File: src/rtl/desynk_pkg.sv
// Shared types and constants for the edge-triggered glitch sequencer (edge_trigger_seq).
package desynk_pkg;

  typedef enum logic [1:0] {
    EDGE_RISE,
    EDGE_FALL,
    EDGE_BOTH,
    EDGE_BOTH_ALT
  } edge_mode_e;

  typedef enum logic [1:0] {
    ST_IDLE,
    ST_ARMED,
    ST_DELAY,
    ST_FIRE
  } state_e;

  // Flops ahead of the edge history when DESYNK_EDGE_SYNC_EN is defined.
  localparam int unsigned SYNC_DEPTH = 2;

  // Channel-select width, never narrower than one bit.
  function automatic int unsigned sel_width(int unsigned n);
    return (n > 1) ? $clog2(n) : 1;
  endfunction

endpackage

File: src/rtl/edge_trigger_seq_if.sv
// Control, configuration and status bundle of edge_trigger_seq.
// The master side (arming agent) drives config; the slave side (sequencer) returns status.
interface edge_trigger_seq_if
  import desynk_pkg::*;
#(
  parameter int unsigned CHANNELS = 4,
  parameter int unsigned CNT_W    = 16,
  parameter int unsigned DLY_W    = 16,
  parameter int unsigned WID_W    = 8
);

  localparam int unsigned SEL_W = sel_width(CHANNELS);

  logic [CHANNELS-1:0] target;
  logic                arm;
  logic                abort;
  logic [SEL_W-1:0]    chan_sel;
  logic [1:0]          edge_mode;
  logic [CNT_W-1:0]    edge_count;
  logic [DLY_W-1:0]    delay;
  logic [WID_W-1:0]    width;
  logic                trigger;
  logic                armed;
  logic                done;

  modport master (
    output target, arm, abort, chan_sel, edge_mode, edge_count, delay, width,
    input  trigger, armed, done
  );

  modport slave (
    input  target, arm, abort, chan_sel, edge_mode, edge_count, delay, width,
    output trigger, armed, done
  );

endinterface

File: src/rtl/edge_sampler.sv
// Per-channel edge detector: optional two-flop synchronizer (DESYNK_EDGE_SYNC_EN),
// one history flop, and rise/fall strobes relative to that history.
module edge_sampler
  import desynk_pkg::*;
(
  input  logic clk,
  input  logic rst_n,
  input  logic din_i,
  output logic rise_o,
  output logic fall_o
);

  logic level;
  logic hist_q;

`ifdef DESYNK_EDGE_SYNC_EN
  logic [SYNC_DEPTH-1:0] sync_q;

  always_ff @(posedge clk or negedge rst_n) begin
    if (!rst_n) begin
      sync_q <= '0;
    end else begin
      sync_q <= {sync_q[SYNC_DEPTH-2:0], din_i};
    end
  end

  assign level = sync_q[SYNC_DEPTH-1];
`else
  assign level = din_i;
`endif

  // History updates in every state so a level held across arming never looks like an edge.
  always_ff @(posedge clk or negedge rst_n) begin
    if (!rst_n) begin
      hist_q <= 1'b0;
    end else begin
      hist_q <= level;
    end
  end

  assign rise_o = level & ~hist_q;
  assign fall_o = ~level & hist_q;

endmodule

File: src/rtl/edge_trigger_seq.sv
// One-shot glitch trigger sequencer: counts qualifying edges on a selected target line,
// waits a programmable delay, then emits a pulse. DESYNK_EDGE_SYNC_EN adds input synchronizers.
module edge_trigger_seq
  import desynk_pkg::*;
#(
  parameter int unsigned CHANNELS = 4,
  parameter int unsigned CNT_W    = 16,
  parameter int unsigned DLY_W    = 16,
  parameter int unsigned WID_W    = 8
) (
  input logic              clk,
  input logic              rst_n,
  edge_trigger_seq_if.slave bus
);

  localparam int unsigned SEL_W = sel_width(CHANNELS);

  logic [CHANNELS-1:0] rise;
  logic [CHANNELS-1:0] fall;

  for (genvar i = 0; i < CHANNELS; i++) begin : g_chan
    edge_sampler u_sampler (
      .clk    (clk),
      .rst_n  (rst_n),
      .din_i  (bus.target[i]),
      .rise_o (rise[i]),
      .fall_o (fall[i])
    );
  end

  state_e           state_q, state_d;
  logic [SEL_W-1:0] chan_q, chan_d;
  edge_mode_e       mode_q, mode_d;
  logic [CNT_W-1:0] nlast_q, nlast_d;
  logic [DLY_W-1:0] dly_q, dly_d;
  logic [WID_W-1:0] wlast_q, wlast_d;
  logic [CNT_W-1:0] ecnt_q, ecnt_d;
  logic [DLY_W-1:0] dcnt_q, dcnt_d;
  logic [WID_W-1:0] wcnt_q, wcnt_d;
  logic             trigger_q, trigger_d;
  logic             armed_q, armed_d;
  logic             done_q, done_d;

  logic sel_rise;
  logic sel_fall;
  logic qual;

  assign sel_rise = rise[chan_q];
  assign sel_fall = fall[chan_q];

  always_comb begin
    qual = 1'b0;
    unique case (mode_q)
      EDGE_RISE: qual = sel_rise;
      EDGE_FALL: qual = sel_fall;
      default:   qual = sel_rise | sel_fall;
    endcase
  end

  always_comb begin
    state_d = state_q;
    chan_d  = chan_q;
    mode_d  = mode_q;
    nlast_d = nlast_q;
    dly_d   = dly_q;
    wlast_d = wlast_q;
    ecnt_d  = ecnt_q;
    dcnt_d  = dcnt_q;
    wcnt_d  = wcnt_q;

    unique case (state_q)
      ST_IDLE: begin
        if (bus.arm) begin
          chan_d  = (32'(bus.chan_sel) >= CHANNELS) ? '0 : bus.chan_sel;
          mode_d  = edge_mode_e'(bus.edge_mode);
          // Count and width are stored as "last index" so zero maps onto one for free.
          nlast_d = (bus.edge_count == '0) ? '0 : bus.edge_count - CNT_W'(1);
          dly_d   = bus.delay;
          wlast_d = (bus.width == '0) ? '0 : bus.width - WID_W'(1);
          ecnt_d  = '0;
          dcnt_d  = '0;
          wcnt_d  = '0;
          state_d = ST_ARMED;
        end
      end
      ST_ARMED: begin
        if (qual) begin
          if (ecnt_q == nlast_q) begin
            dcnt_d  = '0;
            wcnt_d  = '0;
            state_d = (dly_q == '0) ? ST_FIRE : ST_DELAY;
          end else if (ecnt_q != '1) begin
            ecnt_d = ecnt_q + CNT_W'(1);
          end
        end
      end
      ST_DELAY: begin
        if (dcnt_q == dly_q - DLY_W'(1)) begin
          wcnt_d  = '0;
          state_d = ST_FIRE;
        end else if (dcnt_q != '1) begin
          dcnt_d = dcnt_q + DLY_W'(1);
        end
      end
      ST_FIRE: begin
        if (wcnt_q == wlast_q) begin
          ecnt_d  = '0;
          dcnt_d  = '0;
          wcnt_d  = '0;
          state_d = ST_IDLE;
        end else if (wcnt_q != '1) begin
          wcnt_d = wcnt_q + WID_W'(1);
        end
      end
      default: state_d = ST_IDLE;
    endcase

    if (bus.abort) begin
      ecnt_d  = '0;
      dcnt_d  = '0;
      wcnt_d  = '0;
      state_d = ST_IDLE;
    end
  end

  // Outputs are flopped from the next state so they change exactly with the state.
  always_comb begin
    trigger_d = (state_d == ST_FIRE);
    armed_d   = (state_d == ST_ARMED) || (state_d == ST_DELAY);
    done_d    = (state_d == ST_FIRE) && (wcnt_d == wlast_d);
  end

  always_ff @(posedge clk or negedge rst_n) begin
    if (!rst_n) begin
      state_q   <= ST_IDLE;
      chan_q    <= '0;
      mode_q    <= EDGE_RISE;
      nlast_q   <= '0;
      dly_q     <= '0;
      wlast_q   <= '0;
      ecnt_q    <= '0;
      dcnt_q    <= '0;
      wcnt_q    <= '0;
      trigger_q <= 1'b0;
      armed_q   <= 1'b0;
      done_q    <= 1'b0;
    end else begin
      state_q   <= state_d;
      chan_q    <= chan_d;
      mode_q    <= mode_d;
      nlast_q   <= nlast_d;
      dly_q     <= dly_d;
      wlast_q   <= wlast_d;
      ecnt_q    <= ecnt_d;
      dcnt_q    <= dcnt_d;
      wcnt_q    <= wcnt_d;
      trigger_q <= trigger_d;
      armed_q   <= armed_d;
      done_q    <= done_d;
    end
  end

  assign bus.trigger = trigger_q;
  assign bus.armed   = armed_q;
  assign bus.done    = done_q;

endmodule

File: src/flat_wrapper.sv
// flat-port wrapper written by rule: the top's interface ports become plain ports
module edge_trigger_seq_flat import desynk_pkg::*;
#(
  parameter int unsigned CHANNELS = 4,
  parameter int unsigned CNT_W    = 16,
  parameter int unsigned DLY_W    = 16,
  parameter int unsigned WID_W    = 8
)
  (clk, rst_n, bus_target, bus_arm, bus_abort, bus_chan_sel, bus_edge_mode, bus_edge_count, bus_delay, bus_width, bus_trigger, bus_armed, bus_done);
  edge_trigger_seq_if #(.CHANNELS(CHANNELS), .CNT_W(CNT_W), .DLY_W(DLY_W), .WID_W(WID_W)) bus_i ();
  input logic clk;
  input logic rst_n;
  input wire logic [$bits(bus_i.target)-1:0] bus_target;
  input wire logic [$bits(bus_i.arm)-1:0] bus_arm;
  input wire logic [$bits(bus_i.abort)-1:0] bus_abort;
  input wire logic [$bits(bus_i.chan_sel)-1:0] bus_chan_sel;
  input wire logic [$bits(bus_i.edge_mode)-1:0] bus_edge_mode;
  input wire logic [$bits(bus_i.edge_count)-1:0] bus_edge_count;
  input wire logic [$bits(bus_i.delay)-1:0] bus_delay;
  input wire logic [$bits(bus_i.width)-1:0] bus_width;
  output wire logic [$bits(bus_i.trigger)-1:0] bus_trigger;
  output wire logic [$bits(bus_i.armed)-1:0] bus_armed;
  output wire logic [$bits(bus_i.done)-1:0] bus_done;
  assign bus_i.target = bus_target;
  assign bus_i.arm = bus_arm;
  assign bus_i.abort = bus_abort;
  assign bus_i.chan_sel = bus_chan_sel;
  assign bus_i.edge_mode = bus_edge_mode;
  assign bus_i.edge_count = bus_edge_count;
  assign bus_i.delay = bus_delay;
  assign bus_i.width = bus_width;
  assign bus_trigger = bus_i.trigger;
  assign bus_armed = bus_i.armed;
  assign bus_done = bus_i.done;
  edge_trigger_seq #(.CHANNELS(CHANNELS), .CNT_W(CNT_W), .DLY_W(DLY_W), .WID_W(WID_W)) u_core (.clk(clk), .rst_n(rst_n), .bus(bus_i));
endmodule
File: config.mk
export PLATFORM = sky130hd
export DESIGN_NAME = edge_trigger_seq_flat
export DESIGN_NICKNAME = d
export VERILOG_FILES = /design/src/rtl/desynk_pkg.sv /design/src/rtl/edge_trigger_seq_if.sv /design/src/rtl/edge_sampler.sv /design/src/rtl/edge_trigger_seq.sv /design/src/flat_wrapper.sv
export SDC_FILE = /design/constraint.sdc
export NUM_CORES = 1
export LEC_CHECK = 0
export CORE_ASPECT_RATIO = 2
export CORE_MARGIN = 3
export CORE_UTILIZATION = 50
export CTS_BUF_LIST = sky130_fd_sc_hd__clkbuf_16
export DETAILED_ROUTE_END_ITERATION = 12
export MAX_ROUTING_LAYER = met4
export PLACE_DENSITY = 0.74
export SKIP_CTS_REPAIR_TIMING = 1
export SLEW_MARGIN = 30
export SYNTH_ARGS = -nofsm -noshare
export SYNTH_HDL_FRONTEND = slang
export SYNTH_HIERARCHICAL = 1
export SYNTH_SLANG_ARGS = --single-unit
File: constraint.sdc
create_clock -name clk -period 3.5 [get_ports clk]
set_input_delay 0.7 -clock clk [delete_from_list [all_inputs] [get_ports clk]]
set_output_delay 0.7 -clock clk [all_outputs]
set_load 0.1 [all_outputs]
# Word-level counts from Yosys, hierarchy flattened
# Index checks and enable logic that the tools add are counted.
word_totals:
  elab_cells: 111
  reg_bits: 93
  out_inout_bits: 3
classes:
  magnitude_cmp: 1
  bitwise_logic: 17
  mux: 38
  add_sub_neg: 6
  eq_ne: 22
  reduce_logical: 11
ops:
  columns: ["op", "n"]
  rows:
  - ["16-bit two-way mux", 12]
  - ["8-bit two-way mux", 10]
  - ["16-bit one-hot mux with 4 select lines", 1]
  - ["16-bit one-hot mux with 3 select lines", 1]
  - ["16-bit by 1-bit adder with 16-bit output (second input constant)", 2]
  - ["16-bit equality test", 2]
  - ["16-bit logical NOT", 2]
  - ["16-bit inequality test (second input constant)", 2]
  - ["8-bit one-hot mux with 4 select lines", 1]
  - ["16-bit by 1-bit subtractor with 16-bit output (second input constant)", 2]
  - ["8-bit equality test", 2]
  - ["3-bit by 2-bit inequality test with 1-bit output (second input constant)", 5]
  - ["2-bit two-way mux", 6]
  - ["6-bit AND reduction", 2]
  - ["3-bit inequality test (second input constant)", 3]
  - ["8-bit by 1-bit adder with 8-bit output (second input constant)", 1]
  - ["1-bit AND", 8]
  - ["2-bit equality test (second input constant)", 4]
  - ["8-bit logical NOT", 1]
  - ["8-bit inequality test (second input constant)", 1]
  - ["1-bit NOT", 8]
  - ["2-bit one-hot mux with 4 select lines", 1]
  - ["8-bit by 1-bit subtractor with 8-bit output (second input constant)", 1]
  - ["2-bit by 1-bit equality test with 1-bit output (second input constant)", 3]
  - ["other kinds (10)", 14]

# Longest topological paths before layout
depth:
  word_depth: 11
  depth_mapped: 16
  depth_no_buf: 15

# Hierarchy
# Netlist, hierarchy kept.
by_module_without_submodules:
  columns: ["module", "seq_area_each_um2", "instances", "area_each_um2", "cells_per_inst"]
  rows:
  - ["edge_trigger_seq", 2227.1, 1, 5889.4, 711]
  - ["edge_sampler", 25.0, 4, 40.0, 3]

# Least setup slack after synthesis
# Ideal clock, no wire load.
synth_path:
  kind: "register to register"
  startpoint: "reg u_core.dly_q[0]"
  endpoint: "reg u_core.done_q (netlist: u_core/bus.done)"
  synth_period_minus_slack_ns: 3.886
  setup_slack_ns: -0.386
  stages_incl_launch_ff: 17
  arrival_time_ns: 3.791
  cell_sequence: "dfrtp_1 inv_1 ha_1 or3b_2 or2_0 o31a_1 or4_1 or2_1 buf_6 o21ai_0 o21ai_0 a211oi_1 ha_1 o2111ai_1 nor4_1 o2111ai_1 nor4_2"
synth_between:
  elab_chain_cells: 8
  word_cells_on_any_way: 15
  classes_between: "add/sub: 1; eq/ne: 3; mux: 9; reduce/logical: 2"
synth_lines:
  columns: ["element", "line", "rtl"]
  rows:
  - ["start, declared", "edge_trigger_seq.sv:35", "logic [DLY_W-1:0] dly_q, dly_d;"]
  - ["start signal, assigned", "edge_trigger_seq.sv:152", "dly_q <= dly_d;"]
  - ["branches (longest 4 deep; another with 16-bit by 1-bit subtractor with 16-bit output)", null, null]
  - ["2-bit one-hot mux with 4 select lines (*)", "edge_trigger_seq.sv:71", "unique case (state_q)"]
  - ["2-bit two-way mux (*)", "edge_trigger_seq.sv:118", "if (bus.abort) begin"]
  - ["net u_core.state_d[0]", "edge_trigger_seq.sv:31", "state_e state_q, state_d;"]
  - ["2-bit equality test (*)", null, null]
  - ["net u_core.trigger_d", "edge_trigger_seq.sv:40", "logic trigger_q, trigger_d;"]
  - ["1-bit logical AND (*)", "edge_trigger_seq.sv:130", "done_d = (state_d == ST_FIRE) && (wcnt_d == wlast_d);"]
  - ["net u_core.done_d", "edge_trigger_seq.sv:42", "logic done_q, done_d;"]
  - ["end signal, assigned", "edge_trigger_seq.sv:159", "done_q <= done_d;"]
  - ["end, declared", "edge_trigger_seq.sv:42", null]
# Mark *: on every way through the listed nets, which the timed path passes.
# A chain may end at the register's enable or synchronous reset.

# Final worst setup path
layout_path:
  startpoint: "reg u_core.dly_q[5]"
  endpoint: "reg u_core.done_q (netlist: u_core/bus.done)"
# Same word-level chain as after synthesis.

==> results.toml <==
[run_status]
outcome = "finished with violations"
violations = "setup timing"

[finish]
drive_gt1_frac = 0.187
antennaDiodeCount = 0
multiInputGateArea_sq_mm = 0.00362
fillers = 1015
nets = 904
instances_no_fill = 995
area_growth_syn_to_layout_pct = 28.1
regArea_sq_mm = 0.00233

[drt]
drtIter0Drc = 328
vias_per_cell = 6.16
drtAntennaViolNets = 0
wirelength_um = 18500
vias = 6129
drc_errors = 0
drtPass1Iterations = 6
wl_per_cell_um = 18.6

[die]
die_area_sq_mm = 0.0135
io_pins = 55
die_x_um = 83.8
initial_core_util = 0.514
core_sq_mm = 0.0118
die_h_um = 162
placementRows = 56

[place]
io_buffers = 54
hpwlAfterDp_um = 13800
dp.cells = 964
pre_cts_ws_ns = -0.566
place_congestion = 1.02

[synthesis]
synth_top_area_frac = 0.385
synth.lib_cells_used.distinct = 64
synth_top_cell_by_area = "dfrtp_1"
ys_seq_area_frac = 0.385
synth_seq_cells = 93
synth.area.top_cells = "dfrtp_1 38%, nand2_1 7.9%, xor2_1 5.9%"
syn_area_sq_mm = 0.00605
async_flop_share = 1.00
synthCells = 723
synth_area_per_cell_sq_um = 8.37
synth_nets = 782
synth_edf_count = 0
synthFlopType = "dfrtp_1"
yosysWarnings = 6
yosysMostFrequentCell = "nand2_1"
synth_common_cells = "127 x nand2_1, 93 x dfrtp_1, 69 x o21ai_0"

[power]
pwr-share-clk = 0.342
power_switching_uw = 840
p_sw_frac = 0.294
leakage_uw = 0.00344
ir_drop_v = 0.000252
p_per_area_mw_per_mm2 = 369
comb_power_share = 0.231
power_frac_seq = 0.427
internal_power_uw = 2020

[cts]
cts.sinks = 93
clk_pin_slew_ns = 0.07
htree_levels = 3
clock_latency_ns = 0.35
numCtsBuffers = 9
cts_tree = "yes"
clk_path_buf_depth = 2
cts_root_buf = "clkbuf_16"

[sta]
slew_violations = 0
fin_crit_sh = 1.11
finalHoldViolCount = 0
setup_slack_ns = -0.379
fin_skew_ns = 0.0102
tightest_slew_ns = 0.971
fin_crit_ns = 3.88
final.setup.tns_ns = -0.379
max_freq_mhz = 258
holdWs_ns = 0.338
rsz0062_at_grt = "true"
setup_viol = 1
relSlewSlack = 0.351

[worst_setup_path]
cp_num_buf_inv = 1
critPathKind = "reg -> reg"
critPathRequiredTime_ns = 3.74
worstPathArrival_ns = 4.12
cpPeakStageDelay_ns = 0.55
worst_setup_path_start_kind = "flip-flop"
path_delay_family = "simple AND/OR/NAND/NOR gates"
worstPathMaxFanout = 5
path_cells = "or4_4, buf_6, or4_4, a211oi_2, o211ai_1, or2_4, o21ai_2, o21ai_1, a211oi_2, ha_2, o2111ai_2, nor4_2, o2111ai_1, nor4_2"
cp_slowest_cell = "or4_4"
crit_path_end_kind = "flip-flop"

[global_route]
grt.met1_usage = 0.282
gr-usage-met3 = 0.0316
antenna_found_initial = 0
overflow = 0
grt_max_degree = 54
grtUsageTotal = 0.283
use_met2 = 0.526
busiest_layer = "met2"
grt_pass1_wl_um = 29900
grt_pass1_vias = 6156

[flow_run]
maxCapViolations = 0

[hold_path]
hold_class = "in -> async"
## flip-flops by register name, indices dropped and copies added, names as in the netlist
name                            flops
u_core/bus.done                     1
u_core/dly_q                       16
u_core/bus.armed                    1
u_core/wcnt_q                       8
u_core/bus.trigger                  1
u_core/mode_q                       2
u_core/g_chan.u_sampler/hist_q      4
u_core/nlast_q                     16
u_core/chan_q                       2
u_core/dcnt_q                      16
u_core/state_q                      2
u_core/wlast_q                      8
u_core/ecnt_q                      16
## power by group through the flow
stage / Clock, uW / Combinational [uW] / Sequential, uW
4_1_cts: 987 / 621 / 1220
3_5_place_dp: 0 / 615 / 1240
2_1_floorplan: 0 / 327 / 1220
6_report: 977 / 660 / 1220
3_3_place_gp: 0 / 592 / 1230
5_1_grt: 1030 / 721 / 1230
## cell usage in the layout, fill, tap and decap left out, drive strengths merged, types with 18 or more instances in the layout
master           n
and3            19
nor2            35
nor3            20
nand2          127
dfrtp           93
buf             94
o21ai           71
nand3           27
clkdlybuf4s50   49
xor2            41
xnor2           18
a21oi           27
## through the flow
stage	util	cell area [sq um]	power, uW
after floorplan	-	6070	1550
after global placement	0.615	7240	1820
after detailed placement	0.615	7240	1850
after CTS	0.640	7530	2830
after global routing	0.658	7750	2980
final	0.658	7750	2860
## layout make-up
cell class	instances	area share
repair buffers	147	0.164
clock buffers	9	0.0291
inverters	15	0.00727
multi-input cells	579	0.468
clock inverters	7	0.00872
well taps	145	0.0234
flip-flops and latches	93	0.300
## layer usage
layer / routed length [um] / vias to the layer above
li1: - / 2843
met1: 6250 / 2961
met2: 10500 / 240
met3: 762 / 85
met4: 999 / 0
met5: 0 / -
## worst reg2reg max path, cell delays in order (launching register included)
cell	delay, ns
dfrtp_1	0.38
or4_4	0.55
buf_6	0.15
or4_4	0.48
a211oi_2	0.21
o211ai_1	0.13
or2_4	0.28
o21ai_2	0.13
o21ai_1	0.09
a211oi_2	0.30
ha_2	0.24
o2111ai_2	0.10
nor4_2	0.26
o2111ai_1	0.17
nor4_2	0.29
## final timing paths
path / slack (ns) / cells past startpoint / endpoint / start
min reg2reg: 0.51 / 2 / u_core/nlast_q[10] / u_core/nlast_q[10]
min in group clk: 0.51 / 2 / u_core/nlast_q[10] / u_core/nlast_q[10]
max reg2reg: -0.38 / 14 / u_core/bus.done / u_core/dly_q[5]
max: -0.38 / 14 / u_core/bus.done / u_core/dly_q[5]
min: 0.34 / 1 / u_core/bus.trigger / rst_n
max in group asynchronous: 2.48 / 2 / u_core/dly_q[11] / rst_n
## cells by family (layout without fill, tap and decap cells)
kind of cell             Yosys count  count (layout)  share of synthesized area
buffers and inverters             51             178                     0.0356
adder cells (fa/ha/maj)            7               7                     0.0145
multiplexers                      14              14                     0.0283
AO/OA/AOI/OAI                    172             172                      0.178
XOR/XNOR                          59              59                     0.0854
flip-flops                        93              93                      0.385
AND/OR/NAND/NOR                  327             327                      0.274
Power figures use the tool's default switching activity.
